==> src/rtl/bmem_arbiter_pkg.sv <==
// Shared types and line geometry for the banked-memory arbiter.
package bmem_arbiter_pkg;

   localparam int unsigned BEAT_W   = 64;
   localparam int unsigned BEATS    = 4;
   localparam int unsigned LINE_W   = BEAT_W * BEATS;
   localparam int unsigned OFFSET_W = 5;

   typedef enum logic [2:0] {
      IDLE,
      RD_REQ,
      RD_WAIT,
      WR_BURST,
      DONE
   } state_t;

endpackage

==> src/rtl/bmem_rr_arb.sv <==
// Two-client round-robin grant. prio_d set means the D-cache wins a tie.
module bmem_rr_arb
   import bmem_arbiter_pkg::*;
(
   input  logic clk,
   input  logic rst,
   input  logic req_i,
   input  logic req_d,
   input  logic accept,
   output logic grant_d
);

   logic prio_d;

   // Lone requester always wins; on a tie the prioritised client wins.
   always_comb begin
      grant_d = 1'b0;
      if (req_d && req_i) begin
         grant_d = prio_d;
      end else if (req_d) begin
         grant_d = 1'b1;
      end
   end

   // Pass priority to whichever client was not just granted.
   always_ff @(posedge clk or negedge rst) begin
      if (!rst) begin
         prio_d <= 1'b1;
      end else if (accept) begin
         prio_d <= !grant_d;
      end
   end

endmodule

==> src/rtl/bmem_arbiter.sv <==
// Arbitrates I-cache line reads and D-cache line reads/writebacks onto a
// single beat-wide banked-memory port, one transaction at a time.
module bmem_arbiter
   import bmem_arbiter_pkg::*;
#(
   parameter int unsigned ADDR_W = 32,
   parameter int unsigned BEAT_W = bmem_arbiter_pkg::BEAT_W,
   parameter int unsigned BEATS  = bmem_arbiter_pkg::BEATS
) (
   input  logic                      clk,
   input  logic                      rst,
   input  logic [ADDR_W-1:0]         i_addr,
   input  logic                      i_read,
   output logic [BEAT_W*BEATS-1:0]   i_rdata,
   output logic                      i_resp,
   input  logic [ADDR_W-1:0]         d_addr,
   input  logic                      d_read,
   input  logic                      d_write,
   input  logic [BEAT_W*BEATS-1:0]   d_wdata,
   output logic [BEAT_W*BEATS-1:0]   d_rdata,
   output logic                      d_resp,
   output logic [ADDR_W-1:0]         bmem_addr,
   output logic                      bmem_read,
   output logic                      bmem_write,
   output logic [BEAT_W-1:0]         bmem_wdata,
   input  logic                      bmem_ready,
   input  logic [ADDR_W-1:0]         bmem_raddr,
   input  logic [BEAT_W-1:0]         bmem_rdata,
   input  logic                      bmem_rvalid
);

   localparam int unsigned LINE  = BEAT_W * BEATS;
   localparam int unsigned CNT_W = (BEATS > 1) ? $clog2(BEATS) : 1;
   localparam logic [CNT_W-1:0]  LAST  = CNT_W'(BEATS - 1);
   localparam logic [ADDR_W-1:0] ALIGN = {{(ADDR_W-OFFSET_W){1'b1}}, {OFFSET_W{1'b0}}};

   state_t            state_q, state_d;
   logic              client_d_q;
   logic [ADDR_W-1:0] addr_q;
   logic [LINE-1:0]   wdata_q;
   logic [LINE-1:0]   line_q;
   logic [LINE-1:0]   line_nx;
   logic [CNT_W-1:0]  k_q;
   logic              req_d;
   logic              grant_d;
   logic              accept;
   logic              beat_hit;
   logic              last_beat;

   // A simultaneous read+write from the D-cache is handled as a write.
   assign req_d     = d_read | d_write;
   assign beat_hit  = (state_q == RD_WAIT) && bmem_rvalid && (bmem_raddr == addr_q);
   assign last_beat = (k_q == LAST);

   bmem_rr_arb u_arb (
      .clk     (clk),
      .rst     (rst),
      .req_i   (i_read),
      .req_d   (req_d),
      .accept  (accept),
      .grant_d (grant_d)
   );

   // Merge the arriving beat into the partially assembled line.
   always_comb begin
      line_nx = line_q;
      line_nx[k_q*BEAT_W +: BEAT_W] = bmem_rdata;
   end

   // FSM state register.
   always_ff @(posedge clk or negedge rst) begin
      if (!rst) begin
         state_q <= IDLE;
      end else begin
         state_q <= state_d;
      end
   end

   // Next-state decode and memory/response strobes.
   always_comb begin
      state_d    = state_q;
      accept     = 1'b0;
      bmem_read  = 1'b0;
      bmem_write = 1'b0;
      bmem_addr  = '0;
      bmem_wdata = '0;
      i_resp     = 1'b0;
      d_resp     = 1'b0;
      case (state_q)
         IDLE: begin
            if (i_read || req_d) begin
               accept  = 1'b1;
               state_d = (grant_d && d_write) ? WR_BURST : RD_REQ;
            end
         end
         RD_REQ: begin
            bmem_read = 1'b1;
            bmem_addr = addr_q;
            if (bmem_ready) state_d = RD_WAIT;
         end
         RD_WAIT: begin
            if (beat_hit && last_beat) state_d = DONE;
         end
         WR_BURST: begin
            bmem_write = 1'b1;
            bmem_addr  = addr_q;
            bmem_wdata = wdata_q[k_q*BEAT_W +: BEAT_W];
            if (bmem_ready && last_beat) state_d = DONE;
         end
         DONE: begin
            i_resp  = !client_d_q;
            d_resp  = client_d_q;
            state_d = IDLE;
         end
         default: state_d = IDLE;
      endcase
   end

   // Request latch, beat counter, line assembly and per-client read lines.
   always_ff @(posedge clk or negedge rst) begin
      if (!rst) begin
         client_d_q <= 1'b0;
         addr_q     <= '0;
         wdata_q    <= '0;
         line_q     <= '0;
         k_q        <= '0;
         i_rdata    <= '0;
         d_rdata    <= '0;
      end else begin
         if (accept) begin
            client_d_q <= grant_d;
            addr_q     <= (grant_d ? d_addr : i_addr) & ALIGN;
            k_q        <= '0;
            if (grant_d) wdata_q <= d_wdata;
         end
         if (beat_hit) begin
            line_q <= line_nx;
            k_q    <= k_q + 1'b1;
            if (last_beat) begin
               if (client_d_q) d_rdata <= line_nx;
               else            i_rdata <= line_nx;
            end
         end
         if ((state_q == WR_BURST) && bmem_ready) begin
            k_q <= k_q + 1'b1;
         end
      end
   end

endmodule

==> config.mk <==
export PLATFORM = sky130hd
export DESIGN_NAME = bmem_arbiter
export DESIGN_NICKNAME = d
export VERILOG_FILES = /design/src/rtl/bmem_arbiter_pkg.sv /design/src/rtl/bmem_rr_arb.sv /design/src/rtl/bmem_arbiter.sv
export SDC_FILE = /design/constraint.sdc
export NUM_CORES = 2
export LEC_CHECK = 0
export BUFFER_PORTS_ARGS = -buffer_cell sky130_fd_sc_hd__buf_2
export CAP_MARGIN = 40
export CORE_AREA = 10 10 397 399
export DETAILED_ROUTE_END_ITERATION = 10
export DIE_AREA = 0 0 407 409
export SETUP_SLACK_MARGIN = 0.5
export SLEW_MARGIN = 20
export SYNTH_ARGS = -nofsm -noshare
export SYNTH_HDL_FRONTEND = slang
export SYNTH_SLANG_ARGS = --single-unit
export TNS_END_PERCENT = 10
==> constraint.sdc <==
create_clock -name clk -period 4.4 [get_ports clk]
set_clock_uncertainty 0.1 [all_clocks]
set_input_delay 1.32 -clock clk [delete_from_list [all_inputs] [get_ports clk]]
set_output_delay 1.32 -clock clk [all_outputs]
set_load 0.05 [all_outputs]
==> impl_results.html <==
<table>
<tr><th>Metric</th><th>Value</th></tr>
<tr><th colspan="2">Detailed routing</th></tr>
<tr><td>Total routed wirelength</td><td>167800 um</td></tr>
<tr><td>Overall via count from detail_route</td><td>~31000</td></tr>
<tr><td>Post-DR wirelength/cell</td><td>about 28 um</td></tr>
<tr><td>DRC violations left</td><td>0</td></tr>
<tr><td>Total iterations of the first detailed-routing run</td><td>8</td></tr>
<tr><td>Detailed Route Iter0 Violations</td><td>2538</td></tr>
<tr><td>Antenna-violating nets left</td><td>0</td></tr>
<tr><td>Number of vias per cell</td><td>5.075</td></tr>
<tr><th colspan="2">Worst setup path</th></tr>
<tr><td>Critical Path, Cell by Cell</td><td>buf_12, buf_6, clkbuf_16, mux4_2, and2_1, buf_4</td></tr>
<tr><td>Depth of the worst register-to-register path</td><td>10</td></tr>
<tr><td>Required time worst endpoint</td><td>2.98 ns</td></tr>
<tr><td>Endpoint kind of the worst setup timing path</td><td>primary output</td></tr>
<tr><td>Setup crit start kind</td><td>register</td></tr>
<tr><td>CP arrival</td><td>2.50 ns</td></tr>
<tr><td>Worst Setup Path Type</td><td>reg -&gt; out</td></tr>
<tr><td>Reg-to-reg startpoint</td><td>k_q[0]</td></tr>
<tr><td>Slowest Stage Delay on Critical Path</td><td>0.48 ns</td></tr>
<tr><td>Critical path peak fanout</td><td>7</td></tr>
<tr><td>CP max-delay cell</td><td>mux4_2</td></tr>
<tr><td>Flop2flop setup slack</td><td>1.02 ns</td></tr>
<tr><td>Critical register-to-register path endpoint</td><td>i_rdata[88]</td></tr>
<tr><th colspan="2">Yosys</th></tr>
<tr><td>Post-synthesis async set-or-reset flop share</td><td>100.0%</td></tr>
<tr><td>Synth Area per Inst</td><td>approximately 15 sq um</td></tr>
<tr><td>Library cell occupying the most area in the post-synthesis netlist</td><td>dfrtp_1</td></tr>
<tr><td>Cell count after synthesis</td><td>between 2000 and 3000</td></tr>
<tr><td>Top cells by area in the synthesized netlist</td><td>dfrtp_1 (60%), mux2_2 (20%), a22o_1 (10%), mux4_2 (3.3%), and2_1 (1.2%)</td></tr>
<tr><td>Count leader, synth</td><td>dfrtp_1</td></tr>
<tr><td>Fraction of post-synthesis cell area in the top cell type by area</td><td>59.85%</td></tr>
<tr><td>Cell area after synthesis</td><td>44190 sq um</td></tr>
<tr><td>Most used standard cells in the synthesized netlist</td><td>dfrtp_1 (1057), mux2_2 (768), a22o_1 (512)</td></tr>
<tr><td>Share of the yosys chip area belonging to registers</td><td>approximately three fifths</td></tr>
<tr><td>Flop and latch count out of synthesis</td><td>1058</td></tr>
<tr><td>Number of flops mapped to enable cells by yosys</td><td>0</td></tr>
<tr><td>Library cells used by synthesis</td><td>43</td></tr>
<tr><td>Most used flip-flop cell after synthesis</td><td>dfrtp_1</td></tr>
<tr><td>Number of warnings printed during yosys synthesis</td><td>0</td></tr>
<tr><th colspan="2">Clock tree</th></tr>
<tr><td># H-tree levels</td><td>3</td></tr>
<tr><td>TritonCTS clock tree</td><td>yes</td></tr>
<tr><td>Root buffer cell</td><td>clkbuf_16</td></tr>
<tr><td>Num CTS Buffers</td><td>114</td></tr>
<tr><td>Post-CTS clock slew at the launch and capture registers of the worst setup and hold paths</td><td>around 0.060 ns</td></tr>
<tr><td>Clock sink count</td><td>1058</td></tr>
<tr><td>Buffer depth of the longest clock path</td><td>3</td></tr>
<tr><td>CTS hold repair buffers</td><td>0</td></tr>
<tr><td>Source-to-sink clock delay at the later pin of the worst-skew pair</td><td>0.74 ns</td></tr>
<tr><th colspan="2">STA</th></tr>
<tr><td>Achievable frequency</td><td>255.4 MHz</td></tr>
<tr><td>Unrepaired setup endpoints after global routing</td><td>yes</td></tr>
<tr><td>Final number of max-transition violations</td><td>0</td></tr>
<tr><td>Slew of the pin with the lowest slew margin</td><td>0.7968 ns</td></tr>
<tr><td>Worst setup slack after layout</td><td>between 0.4 and 0.5 ns</td></tr>
<tr><td>Total setup violations reported at the end of the flow</td><td>0</td></tr>
<tr><td>Hold violation total from the final report</td><td>0</td></tr>
<tr><td>Headroom to the max-slew limit</td><td>~46%</td></tr>
<tr><td>Final critical delay including setup and external delays</td><td>3.916 ns</td></tr>
<tr><td>Final total negative setup slack</td><td>0 ns</td></tr>
<tr><td>Portion of the clock cycle consumed by the worst path in the final layout</td><td>between 80% and 90%</td></tr>
<tr><th colspan="2">Die</th></tr>
<tr><td>Die outline width</td><td>between 400 and 500 um</td></tr>
<tr><td>Rows</td><td>142</td></tr>
<tr><td>Core region area</td><td>between 100000 and 150000 sq um</td></tr>
<tr><td>Initial core utilization</td><td>29.58%</td></tr>
<tr><td>Die Y</td><td>between 400 and 500 um</td></tr>
<tr><td>Total Die Area</td><td>166500 sq um</td></tr>
<tr><td>I/O pin count</td><td>1035</td></tr>
<tr><th colspan="2">Power</th></tr>
<tr><td>Leakage dissipation</td><td>0.02858 uW</td></tr>
<tr><td>Internal power</td><td>20590 uW</td></tr>
<tr><td>Switching portion of total power</td><td>33.11%</td></tr>
<tr><td>Max rail drop VDD</td><td>0.0006590 V</td></tr>
<tr><td>Sequential share of power</td><td>between 30% and 40%</td></tr>
<tr><td>Comb power frac</td><td>28.9%</td></tr>
<tr><td>Switching power</td><td>roughly 10000 uW</td></tr>
<tr><td>Clk pwr share</td><td>32.1%</td></tr>
<tr><td>Pwr Density</td><td>~540 nW/um^2</td></tr>
<tr><th colspan="2">Global route</th></tr>
<tr><td>First-pass GRT wire length</td><td>238100 um</td></tr>
<tr><td>Antenna violations before repair</td><td>85</td></tr>
<tr><td>Via count of the first global-routing pass</td><td>32050</td></tr>
<tr><td>Global route total overflow</td><td>0</td></tr>
<tr><td>Pin count of the biggest net entering global routing</td><td>131</td></tr>
<tr><td>All-Layer GR Usage</td><td>about a fifth</td></tr>
<tr><th colspan="2">Hold path</th></tr>
<tr><td>Worst hold path stage count</td><td>2</td></tr>
<tr><td>Worst hold-check path type</td><td>reg -&gt; reg</td></tr>
<tr><td>Hold endpoint</td><td>u_arb.prio_d</td></tr>
<tr><td>Launch instance of the worst min-delay path</td><td>u_arb.prio_d</td></tr>
<tr><th colspan="2">Finish</th></tr>
<tr><td>Post-Layout Inst Area</td><td>approximately 57000 sq um</td></tr>
<tr><td>Area Growth Syn to Fin</td><td>27.87%</td></tr>
<tr><td>Total number of nets in the final design</td><td>about 4400</td></tr>
<tr><td>Post-route core utilization</td><td>37.82%</td></tr>
<tr><td>Ratio of cells with drive above 1 in the final layout</td><td>~55%</td></tr>
<tr><th colspan="2">Status</th></tr>
<tr><td>Result of the run</td><td>completed</td></tr>
<tr><th colspan="2">Placement</th></tr>
<tr><td>Worst slack at placement</td><td>-0.05308 ns</td></tr>
<tr><td>Sum of net half-perimeters after detailed placement</td><td>123600 um</td></tr>
<tr><td>Global placer's final weighted congestion</td><td>between 0.8 and 0.9</td></tr>
<tr><td>Buffers on Ports</td><td>between 1000 and 1500</td></tr>
<tr><td>Instance area after placement</td><td>between 50000 and 60000 sq um</td></tr>
<tr><th colspan="2">Job</th></tr>
<tr><td>Number of max-capacitance violations reported</td><td>0</td></tr>
</table>
state kept, by name, summed over array words and instances (netlist names), 2 cells and up:
register	cells
wdata_q	256
line_q	256
i_rdata	256
state_q	3
addr_q	27
k_q	2
d_rdata	256
final cells by class:
| cell class | count | area (sq um) |
|---|---|---|
| clock buffer | 158 | 3288 |
| multi-input combinational | 1561 | 16210 |
| timing repair buffer | 1172 | 7144 |
| fill | 14460 | 92910 |
| tap | 2016 | 2522 |
| antenna | 37 | 92.59 |
| sequential | 1058 | 26490 |
| clock inverter | 47 | 594.3 |
| inverter | 44 | 173.9 |
worst max-delay path by stage:
stage,endpoint,from
6_report,bmem_wdata[52],k_q[0]
5_1_grt,bmem_wdata[40],k_q[0]
4_1_cts,bmem_wdata[55],k_q[0]
3_5_place_dp,i_rdata[204],bmem_raddr[0]
3_3_place_gp,i_rdata[148],bmem_raddr[0]
2_1_floorplan,bmem_wdata[25],k_q[0]
layer usage:
metal | up-vias | global-route usage, % | share of wire [%]
met1 | 16250 | 24.31 | 40
met3 | 285 | 7.233 | 10
met4 | 76 | 5.542 | 2.5
met2 | 1326 | 30.94 | 47
li1 | 12990 | - | -
met5 | - | 0 | 0.27
layout by cell type (no fill, tap or decap), drive strengths merged, types with 2 or more instances in the layout:
cell type	n
nor2	5
ha	6
a21oi	2
nor3	7
diode	37
nor4	5
a222oi	27
mux2	768
buf	1170
mux2i	2
and4	2
nand4	6
clkinvlp	5
mux4	64
xnor2	21
bufinv	8
and2	88
nand2	11
o22ai	3
conb	5
clkbuf	159
a22o	512
inv	46
o21ai	2
clkinv	32
or2	4
nor3b	3
nor2b	7
dfrtp	1057
worst max-delay path, delay by kind of cell (launching register included):
kind / cells / cell delay (ns)
buffers and inverters: 4 / 0.67
muxes: 1 / 0.48
and+or+nand+nor: 1 / 0.18
DFF: 1 / 0.42
logic make-up (layout without fill, tap and decap cells):
family,after synthesis,in the layout,share of synthesized area [%]
AO/OA/AOI/OAI,554,554,11.00
AND/OR/NAND/NOR,141,141,1.925
XOR/XNOR,21,21,0.4162
flip-flops,1058,1058,59.91
buffers and inverters,346,1421,3.697
adder cells (fa/ha/maj),6,6,0.1699
multiplexers,834,834,22.88
other,1,42,0.008485
through the flow:
stage / total power [uW] / hold slack (ns) / cells
floorplan: 17660 / 0.3524 / 2965
global placement: 20440 / 0.3691 / 5835
detailed placement: 20600 / 0.3687 / 5836
CTS: 31060 / 0.3780 / 6055
global route: 32080 / 0.3991 / 6077
finish: 30780 / 0.3720 / 6093
timing repair:
action / CTS / global route
gates resized for setup: 59 / 5
gates cloned: 2 / 1
setup buffers: 12 / 0
setup endpoints to repair: 89 / 61
hold endpoints to repair: 0 / 0
power by group through the flow:
stage                     Combinational [uW]  Sequential, uW  Clock [uW]
after floorplan                         5920           11700           0
after global placement                  8250           12200           0
after detailed placement                8340           12300           0
after CTS                               8920           12000       10100
after global routing                    9420           12100       10500
final                                   8890           12000        9890
Power figures use the tool's default switching activity.
